## src/rtl/chip8_video_pkg.sv

```systemverilog
// chip8_video_pkg: shared video geometry constants and sprite blitter state encoding
package chip8_video_pkg;
  localparam int VRAM_W = 128;
  localparam int VRAM_H = 64;
  localparam int PIX_BITS = 2;
  localparam int BYTE_CYCLES = 18;
  typedef enum logic [2:0] {S_IDLE, S_FETCH, S_LATCH, S_PADDR, S_PRMW, S_DONE} blit_state_t;
endpackage

```

## src/rtl/sprite_blitter_rmw.sv

```systemverilog
// sprite_pixel_rmw: clip check, plane XOR and collision detect for one sprite pixel
module sprite_pixel_rmw
  import chip8_video_pkg::*;
#(
  parameter bit CLIP = 1'b1
) (
  input  logic                bit_set,
  input  logic                carry_x,
  input  logic                carry_y,
  input  logic [PIX_BITS-1:0] pixelo,
  input  logic [PIX_BITS-1:0] plane,
  output logic                we,
  output logic [PIX_BITS-1:0] pixeli,
  output logic                hit
);
  assign we = bit_set && !(CLIP && (carry_x || carry_y));
  assign pixeli = pixelo ^ plane;
  assign hit = we && |(pixelo & plane);
endmodule

```

## src/rtl/sprite_blitter.sv

```systemverilog
// sprite_blitter: CHIP-8/SCHIP DXYN draw engine, fetches sprite bytes and XORs them into VRAM
module sprite_blitter
  import chip8_video_pkg::*;
#(
  parameter bit CLIP = 1'b1,
  parameter int RAM_AW = 12
) (
  input  logic                clk,
  input  logic                reset,
  input  logic                start,
  input  logic [7:0]          x,
  input  logic [7:0]          y,
  input  logic [3:0]          n,
  input  logic [RAM_AW-1:0]   i_addr,
  input  logic [PIX_BITS-1:0] plane,
  output logic                busy,
  output logic                done,
  output logic                collision,
  output logic [RAM_AW-1:0]   ram_addr,
  input  logic [7:0]          ram_dout,
  output logic [6:0]          vram_hpos,
  output logic [5:0]          vram_vpos,
  input  logic [PIX_BITS-1:0] vram_pixelo,
  output logic [PIX_BITS-1:0] vram_pixeli,
  output logic                vram_we
);
  blit_state_t state, state_n;
  logic [6:0] x0;
  logic [5:0] y0;
  logic [4:0] nrows, row;
  logic wide, byt;
  logic [2:0] col;
  logic [7:0] sr;
  logic [RAM_AW-1:0] base;
  logic [PIX_BITS-1:0] pl;
  logic [7:0] px;
  logic [6:0] py;
  logic px_we, px_hit, last, in_pix, unused;
  logic [PIX_BITS-1:0] px_val;
  assign unused = &{x[7], y[7:6]};
  assign px = {1'b0, x0} + {4'b0, byt, col};
  assign py = {1'b0, y0} + {2'b0, row};
  assign last = (byt == wide) && (row == nrows - 5'd1);
  assign in_pix = (state == S_PADDR) || (state == S_PRMW);
  // A 16-wide row holds two bytes, so {row,byt} is row*2+byte.
  assign ram_addr = (state == S_FETCH || state == S_LATCH) ?
                    base + (wide ? RAM_AW'({row, byt}) : RAM_AW'(row)) : '0;
  assign vram_hpos = in_pix ? px[6:0] : '0;
  assign vram_vpos = in_pix ? py[5:0] : '0;
  assign vram_we = (state == S_PRMW) && px_we;
  assign vram_pixeli = vram_we ? px_val : '0;
  assign busy = (state != S_IDLE) && (state != S_DONE);
  assign done = state == S_DONE;
  sprite_pixel_rmw #(.CLIP(CLIP)) u_rmw (
    .bit_set(sr[7]),
    .carry_x(px[7]),
    .carry_y(py[6]),
    .pixelo (vram_pixelo),
    .plane  (pl),
    .we     (px_we),
    .pixeli (px_val),
    .hit    (px_hit)
  );
  always_ff @(posedge clk or posedge reset) begin
    if (reset) begin
      state <= S_IDLE;
      x0 <= '0;
      y0 <= '0;
      nrows <= '0;
      wide <= 1'b0;
      base <= '0;
      pl <= '0;
      row <= '0;
      byt <= 1'b0;
      col <= '0;
      sr <= '0;
      collision <= 1'b0;
    end else begin
      state <= state_n;
      case (state)
        S_IDLE: if (start) begin
          x0 <= x[6:0];
          y0 <= y[5:0];
          nrows <= (n == 4'd0) ? 5'd16 : {1'b0, n};
          wide <= n == 4'd0;
          base <= i_addr;
          pl <= plane;
          collision <= 1'b0;
          row <= '0;
          byt <= 1'b0;
          col <= '0;
        end
        S_LATCH: sr <= ram_dout;
        S_PRMW: begin
          sr <= {sr[6:0], 1'b0};
          col <= col + 3'd1;
          collision <= collision | px_hit;
          if (col == 3'd7) begin
            byt <= wide & ~byt;
            if (!wide || byt) row <= row + 5'd1;
          end
        end
        default: ;
      endcase
    end
  end
  always_comb begin
    state_n = state;
    case (state)
      S_IDLE:  state_n = !start ? S_IDLE : (plane == '0) ? S_DONE : S_FETCH;
      S_FETCH: state_n = S_LATCH;
      S_LATCH: state_n = S_PADDR;
      S_PADDR: state_n = S_PRMW;
      S_PRMW:  state_n = (col != 3'd7) ? S_PADDR : last ? S_DONE : S_FETCH;
      default: state_n = S_IDLE;
    endcase
  end
endmodule

```

## config.mk

```make
export PLATFORM = sky130hd
export DESIGN_NAME = sprite_blitter
export DESIGN_NICKNAME = d
export VERILOG_FILES = /design/src/rtl/chip8_video_pkg.sv /design/src/rtl/sprite_blitter_rmw.sv /design/src/rtl/sprite_blitter.sv
export SDC_FILE = /design/constraint.sdc
export NUM_CORES = 1
export LEC_CHECK = 0
export ABC_CLOCK_PERIOD_IN_PS = 6340
export BUFFER_PORTS_ARGS = -buffer_cell sky130_fd_sc_hd__clkbuf_2
export CORE_ASPECT_RATIO = 2
export CORE_UTILIZATION = 30
export CTS_BUF_LIST = sky130_fd_sc_hd__clkbuf_8
export CTS_CLUSTER_SIZE = 30
export DETAILED_ROUTE_END_ITERATION = 10
export GPL_TIMING_DRIVEN = 0
export PLACE_DENSITY_LB_ADDON = 0.15
export REMOVE_ABC_BUFFERS = 1
export SKIP_LAST_GASP = 1
export SYNTH_ARGS = -nofsm -noshare
export SYNTH_HDL_FRONTEND = slang
export SYNTH_SLANG_ARGS = --single-unit
export TNS_END_PERCENT = 1
```

## constraint.sdc

```tcl
create_clock -name clk -period 6.34 [get_ports clk]
set_input_delay 0.317 -clock clk [delete_from_list [all_inputs] [get_ports clk]]
set_output_delay 0.317 -clock clk [all_outputs]
set_load 0.02 [all_outputs]
```

==> flow_summary.ini, run 1 <==
[cts]
clockRootBuffer = clkbuf_8
clk_pin_slew_worst_paths_ps = 110
hold_buffers = 0
htreeDepth = 2
clockBufferDepth = 2
cts_sinks = 53
clkLatencyLatePin_ps = 320
cts_buffers = 5
cts_tree = built
postCtsSetupBuffers = 0
cts_resized = 0

[floorplanning]
die_area_mm2 = 0.01163
die_x_um = 76.77
pin_count = 78
initial_utilization_pct = 30.84
fp-row-count = 54
die_y_um = 151.5
coreArea_mm2 = 0.01088

[worst_setup_path]
crit_path_max_incr_delay_ps = 580
crit_type = reg2out
critical_path.startpoint_type = register
cp.buffers_inverters = 1
path_cells = mux2_2, ha_1, fa_1, a211oi_1, o21bai_1, a41oi_1, xor2_1, nor2_1, clkbuf_2
worstPathMaxFanout = 10
end_kind = output pin
cp_top_family = compound AO/OA/AOI/OAI gates
cp.required_ps = 6020
arrival_ps = 3140
slowest_stage = dfrtp_1
rrSetupSlack_ps = 3970

[routing]
drt_iter0_drc = 71
firstDrtPassIters = 4
finalWirelength_mm = 8.311
vias = 2740
via_per_inst = 4.991
drc_errors = 0
post_drt_wl_per_cell_um = 15.14
ant_nets = 0

[timing]
rsz0062_at_grt = no
finalSetupTns_ps = 0
setup_violations = 0
fmax_mhz = 289.2
tightest_slew_ps = 946.0
min_period_ps = 3458
fin_hold_ws_ps = 31.58
slew-limit-headroom_pct = 36.70
clock_skew_ps = 6.287
final_max_slew_viol_count = 0
finalHoldViolations = 0
min_period_over_period_pct = 54.55
setup_ws_ps = 2882

[placed_design]
gp_congestion = 0.7439
placed_cell_area_mm2 = 0.003859
port_buffers = 74
placed_cells = 541
pre_cts_slack_ps = 3236
dp_hpwl_mm = 6.495

[global_routing]
grt_pass1_vias = 2832
overflow = 0
grt_usage_pct = 15.25
antenna_found_initial = 0
grt_max_degree = 31
grt_pass1_wl_mm = 13.54

[layout]
drive_gt1_share_pct = 32.03
fillCellCount = 1143
stdcell_area_mm2 = 0.003974
fin_nets = 480
areaGrowthSynthToFinish_pct = 18.46
final_cell_count_no_fill = 549
diodes = 0

[run_status]
status = complete, no violations

[min_path]
hp-class = in2async

[yosys]
async_flop_share_pct = 100.0
ys_top_cells_by_area = dfrtp_1 (40%), mux2_2 (11%), ha_1 (8.2%)
ys.flop_type = dfrtp_1
ys_seq_area_share_pct = 39.54
synth_top_cell_by_area = dfrtp_1
synth_cell_types = 50
syn_area_per_cell_um2 = 9.895
ys_seq_elements = 53
synth_area_mm2 = 0.003354
syn_inst = 339
synth_warnings = 0
synth_top_area_share_pct = 39.54
synth.most_common_cell = dfrtp_1
ys_top_cells_by_count = dfrtp_1 (53), mux2_2 (32), nor2_1 (29), ha_1 (22), nand2_1 (21)
synth-edff-count = 0

[power_and_ir_drop]
ir_drop_mv = 0.2736
p_leak_nw = 1.830
power_density_mw_per_mm2 = 469.3

[run]
drv_cap = 0
-- per-stage QoR --
stage / total power [mW] / utilization [%]
after CTS: 1.895 / 36.53
final: 1.865 / 36.53
after global routing: 2.030 / 36.53
after global placement: 1.618 / 35.24
after detailed placement: 1.643 / 35.47
after floorplan: 1.343 / -
-- metal layers --
layer	track usage (%)	wire [um]	vias up
met1	14.88	3027	1319
met5	0	0	-
li1	-	-	1350
met2	30.40	4814	60
met4	7.404	211	0
met3	2.395	258	11
-- worst reg2reg max path, stage by stage, from the launching register on --
cell and delay (ps):
dfrtp_1 530, ha_1 270, inv_1 70, fa_1 390, nor2b_1 210, o31a_1 160
o21ai_0 140, and4_1 290, a22o_1 210
-- state kept, by name, summed over array words and instances (netlist names) --
signal	count
base	12
byt	1
col	3
collision	1
nrows	5
pl	2
row	5
sr	8
state	3
x0	7
y0	6
-- where the power goes --
| part | leakage [nW] | total, mW | internal (mW) | switching, mW |
|---|---|---|---|---|
| clock | 0.0543 | 0.246 | 0.118 | 0.127 |
| combinational | 1.13 | 0.954 | 0.412 | 0.542 |
| sequential | 0.645 | 0.665 | 0.488 | 0.177 |
| total | 1.83 | 1.86 | 1.02 | 0.846 |
-- cells in the final DEF (no fill, tap or decap), drive strengths merged, types with 2 or more instances in the layout --
cell / Yosys / routed
a211oi: 10 / 10
a21o: 5 / 5
a21oi: 21 / 21
and2: 3 / 3
and3: 3 / 3
clkbuf: 3 / 79
dfrtp: 53 / 53
fa: 3 / 3
ha: 22 / 22
inv: 14 / 14
mux2: 32 / 32
nand2: 22 / 22
nand2b: 4 / 4
nand3: 5 / 5
nand4: 4 / 4
nor2: 31 / 31
nor2b: 7 / 7
nor3: 11 / 11
o21ai: 22 / 22
o21bai: 2 / 2
o22ai: 14 / 14
or2: 2 / 2
xnor2: 5 / 5
xor2: 15 / 15
-- path summary, 6_finish.rpt --
kind                                 from           to  cells after the start
worst min register to register  collision    collision                      1
worst max register to register     row[0]    collision                      8
worst max-delay path             nrows[4]  ram_addr[8]                      9
min in group clk                     y[1]        y0[1]                      3
max in group asynchronous           reset     nrows[2]                      3
worst min-delay path                reset        sr[4]                      2
-- final cells by class --
| type | instances | area [um^2] | area share [%] |
|---|---|---|---|
| sequential | 53 | 1326 | 33.38 |
| tap | 140 | 175.2 | 4.408 |
| multi-input combinational | 259 | 1914 | 48.17 |
| timing repair buffer | 75 | 390.4 | 9.824 |
| inverter | 14 | 52.55 | 1.322 |
| clock buffer | 5 | 68.82 | 1.732 |
| clock inverter | 3 | 46.29 | 1.165 |
-- logic make-up after synthesis --
group	synth area share, %
compound gates	16.30
buf+inv	3.543
fa+ha+maj	9.996
xor+xnor	5.222
mux	11.04
simple gates	14.36
flops	39.54
Power figures use the tool's default switching activity.
==> run 2: changes to the inputs <==
- ABC_CLOCK_PERIOD_IN_PS: 6340 -> 3150
- clock period: 6.34 -> 3.15 ns (I/O delays scaled with it)
==> flow_summary.ini, run 2 (synthesis results as in run 1) <==
[cts]
clk_pin_slew_worst_paths_ps = 100
clkLatencyLatePin_ps = 320
clockBufferDepth = 2
clockRootBuffer = clkbuf_8
htreeDepth = 2
cts_tree = built
cts_buffers = 5
cts_sinks = 53

[worst_setup_path]
slowest_stage = dfrtp_2
crit_path_max_incr_delay_ps = 450
cp_top_family = compound AO/OA/AOI/OAI gates
cp.buffers_inverters = 1
end_kind = output pin
timing.rr.end = nrows[3]
rrSetupSlack_ps = 860
r2r_cells = 3
path_cells = mux2_2, ha_1, fa_2, a211oi_2, o21bai_1, a21oi_1, xor2_1, nor2_1, clkbuf_2
arrival_ps = 2850
reg2reg_from = state[1]
worstPathMaxFanout = 6
critical_path.startpoint_type = register
cp.required_ps = 2990
crit_type = reg2out

[layout]
regArea_mm2 = 0.001329
fin_nets = 485
areaGrowthSynthToFinish_pct = 20.18
stdcell_area_mm2 = 0.004031
largest_reg_flops = 12
top_register = base
multiInputGateArea_mm2 = 0.001929
drive_gt1_share_pct = 33.82
most-common-layout-cells = clkbuf_2 (74), dfrtp_1 (51), mux2_2 (32)
final_cell_count_no_fill = 554
fillCellCount = 1144
diodes = 0
final_common_cell = clkbuf_2
reg_top3 = base: 12 flops, sr: 8 flops, x0: 7 flops
final_util_pct = 37.06

[timing]
setup_violations = 0
finalHoldViolations = 0
final_max_slew_viol_count = 0
setup_ws_ps = 147.0
fmax_mhz = 333.0
rsz0062_at_grt = no
slew-limit-headroom_pct = 38.28
finalSetupTns_ps = 0
min_period_over_period_pct = 95.33
fin_hold_ws_ps = 31.70
tightest_slew_ps = 922.4
min_period_ps = 3003
clock_skew_ps = 9.771

[floorplanning]
pin_count = 78
initial_utilization_pct = 30.84
die_area_mm2 = 0.01163
die_y_um = 151.5
coreArea_mm2 = 0.01088
die_x_um = 76.77
fp-row-count = 54

[global_routing]
grt_max_degree = 31
overflow = 0
antenna_found_initial = 0
grt_pass1_vias = 2835
grt_pass1_wl_mm = 13.58
grt_usage_pct = 15.28

[placed_design]
placed_cell_area_mm2 = 0.003859
pre_cts_slack_ps = 205.7
gp_congestion = 0.7439
port_buffers = 74
placed_cells = 541
dp_hpwl_mm = 6.495

[routing]
via_per_inst = 5.004
drc_errors = 0
finalWirelength_mm = 8.395
firstDrtPassIters = 4
vias = 2772
ant_nets = 0
drt_iter0_drc = 92
post_drt_wl_per_cell_um = 15.15

[run]
drv_cap = 0

[power_and_ir_drop]
ir_drop_mv = 0.5500
p_leak_nw = 1.851
power_mw = 3.790
power_density_mw_per_mm2 = 940.1

[min_path]
hp-class = in2reg
whs_endpoint = y0[1]
hold_start = y[1]
holdPathStages = 3

[run_status]
status = complete, no violations
[run 2: timing repair]
action,CTS,global route
hold endpoints to repair,26,0
pin swaps,0,1
hold buffers,1,0
endpoints found under the setup margin,3,3
gates resized for setup,2,3
setup buffers,0,4
[run 2: how the worst max path moves through the flow]
stage / from / endpoint / slack (ps) / depth (start not counted)
2_1_floorplan: nrows[4] / ram_addr[8] / 510 / 8
3_3_place_gp: nrows[4] / ram_addr[8] / 190 / 9
6_report: nrows[4] / ram_addr[10] / 150 / 9
5_1_grt: nrows[4] / ram_addr[10] / 3 / 9
4_1_cts: nrows[4] / ram_addr[8] / 10 / 9
3_5_place_dp: nrows[4] / ram_addr[8] / 210 / 9
[run 2: cell type report]
class	instances	area share [%]
Sequential cell	53	32.96
Clock inverter	3	1.148
Clock buffer	5	1.707
Inverter	14	1.304
Tap cell	140	4.345
Timing Repair Buffer	80	10.68
Multi-Input combinational cell	259	47.86
[run 2: tightest hold or removal path: cells and delay by family]
kind                   cells  cell delay (ps)
AND/OR/NAND/NOR            1               30
buffers and inverters      1               70
AO/OA/AOI/OAI              1               60
[run 2: power breakdown]
part / internal (mW) / total, mW / switching (mW)
Combinational: 0.851 / 1.95 / 1.10
Sequential: 0.984 / 1.34 / 0.357
Clock: 0.238 / 0.496 / 0.257
[run 2: routing by layer]
layer	wire length, um	part of all wire (%)	vias up	GRT usage (%)
li1	-	-	1362	-
met1	3052	36	1338	14.99
met2	4869	58	61	30.40
met3	258	3.1	11	2.395
met4	214	2.5	0	7.404
met5	0	0	-	0
==> run 3: changes to the inputs <==
- RECOVER_POWER: not set -> 100
==> flow_summary.ini, run 3 (synthesis results as in run 1) <==
[placed_design]
placed_cell_area_mm2 = 0.003859
dp_hpwl_mm = 6.495
port_buffers = 74
gp_congestion = 0.7439
pre_cts_slack_ps = 205.7

[cts]
cts_tree = built
clockRootBuffer = clkbuf_8
clk_pin_slew_worst_paths_ps = 100
cts_buffers = 5
htreeDepth = 2
clockBufferDepth = 2
cts_sinks = 53
clkLatencyLatePin_ps = 320

[run]
drv_cap = 0

[min_path]
holdPathStages = 3
hp-class = in2reg
whs_endpoint = y0[1]
hold_start = y[1]

[routing]
post_drt_wl_per_cell_um = 15.26
via_per_inst = 5.002
drt_iter0_drc = 89
ant_nets = 0
finalWirelength_mm = 8.453
vias = 2771
drc_errors = 0
firstDrtPassIters = 5

[layout]
reg_top3 = base: 12 flops, sr: 8 flops, x0: 7 flops
largest_reg_flops = 12
most-common-layout-cells = clkbuf_2 (54), dfrtp_1 (51), mux2_2 (32)
areaGrowthSynthToFinish_pct = 18.99
multiInputGateArea_mm2 = 0.001914
fillCellCount = 1163
regArea_mm2 = 0.001329
top_register = base
diodes = 0
fin_nets = 485
stdcell_area_mm2 = 0.003991
drive_gt1_share_pct = 27.78
final_common_cell = clkbuf_2

[floorplanning]
die_x_um = 76.77
initial_utilization_pct = 30.84
fp-row-count = 54
die_area_mm2 = 0.01163
die_y_um = 151.5
coreArea_mm2 = 0.01088
pin_count = 78

[timing]
setup_ws_ps = 149.9
final_max_slew_viol_count = 0
clock_skew_ps = 9.603
fmax_mhz = 333.3
min_period_over_period_pct = 95.24
finalHoldViolations = 0
tightest_slew_ps = 1145
min_period_ps = 3000
slew-limit-headroom_pct = 23.65
rsz0062_at_grt = no
finalSetupTns_ps = 0
setup_violations = 0

[run_status]
status = complete, no violations

[worst_setup_path]
path_cells = mux2_2, ha_1, fa_2, a211oi_2, o21bai_1, a21oi_1, xor2_1, nor2_1, clkbuf_2
worstPathMaxFanout = 6
critical_path.startpoint_type = register
end_kind = output pin
timing.rr.end = nrows[3]
rrSetupSlack_ps = 800
r2r_cells = 3
cp.required_ps = 2990
arrival_ps = 2840
reg2reg_from = state[1]
crit_path_max_incr_delay_ps = 450
crit_type = reg2out
slowest_stage = dfrtp_2

[power_and_ir_drop]
p_leak_nw = 1.782
power_density_mw_per_mm2 = 937.5
ir_drop_mv = 0.5403

[global_routing]
grt_max_degree = 31
overflow = 0
grt_usage_pct = 15.28
grt_pass1_wl_mm = 13.58
grt_pass1_vias = 2835
antenna_found_initial = 0
## run 3: worst max-delay path: cells and delay by family, from the launching register on
family	cells	cell delay, ps
adder cells (fa/ha/maj)	2	620
buffers and inverters	1	170
XOR/XNOR	1	190
AO/OA/AOI/OAI	3	680
AND/OR/NAND/NOR	1	50
flip-flops	1	450
multiplexers	1	360
## run 3: timing repair
action / in CTS / in global routing
pin swaps: 0 / 1
hold endpoints to repair: 26 / 0
hold buffers: 1 / 0
gates resized for setup: 2 / 3
setup buffers: 0 / 4
endpoints found under the setup margin: 3 / 3
## run 3: worst max-delay path by stage
stage              from           end  slack [ps]  cells past startpoint
6_report       nrows[4]  ram_addr[10]         150                      9
5_1_grt        nrows[4]  ram_addr[10]           3                      9
4_1_cts        nrows[4]   ram_addr[8]          10                      9
3_5_place_dp   nrows[4]   ram_addr[8]         210                      9
3_3_place_gp   nrows[4]   ram_addr[8]         190                      9
2_1_floorplan  nrows[4]   ram_addr[8]         510                      8
## run 3: metal layers
layer,vias up,GRT usage [%],part of all wire [%]
met1,1337,14.99,37
met3,11,2.395,3.2
met2,64,30.40,58
li1,1359,-,-
met5,-,0,0
met4,0,7.404,2.5
## run 3: where the power goes
group	switching [mW]	internal, mW	total (mW)
combinational	1.10	0.812	1.91
clock	0.254	0.238	0.492
sequential	0.351	0.984	1.34
total	1.71	2.03	3.74
## run 3: cell type report
class / count / share of cell area [%]
inverters: 14 / 1.317
clock inverters: 3 / 1.160
flip-flops and latches: 53 / 33.29
multi-input cells: 259 / 47.96
well taps: 140 / 4.389
clock buffers: 5 / 1.724
repair buffers: 80 / 10.16
## run 3: stage by stage
step	std cells	utilization (%)	hold WS, ps	total power, mW
global placement	540	35.24	371.5	3.257
global route	554	36.69	43.47	4.075
finish	554	36.69	33.09	3.742
floorplan	326	-	274.3	2.702
CTS	550	36.68	22.09	3.819
detailed placement	541	35.47	257.8	3.307
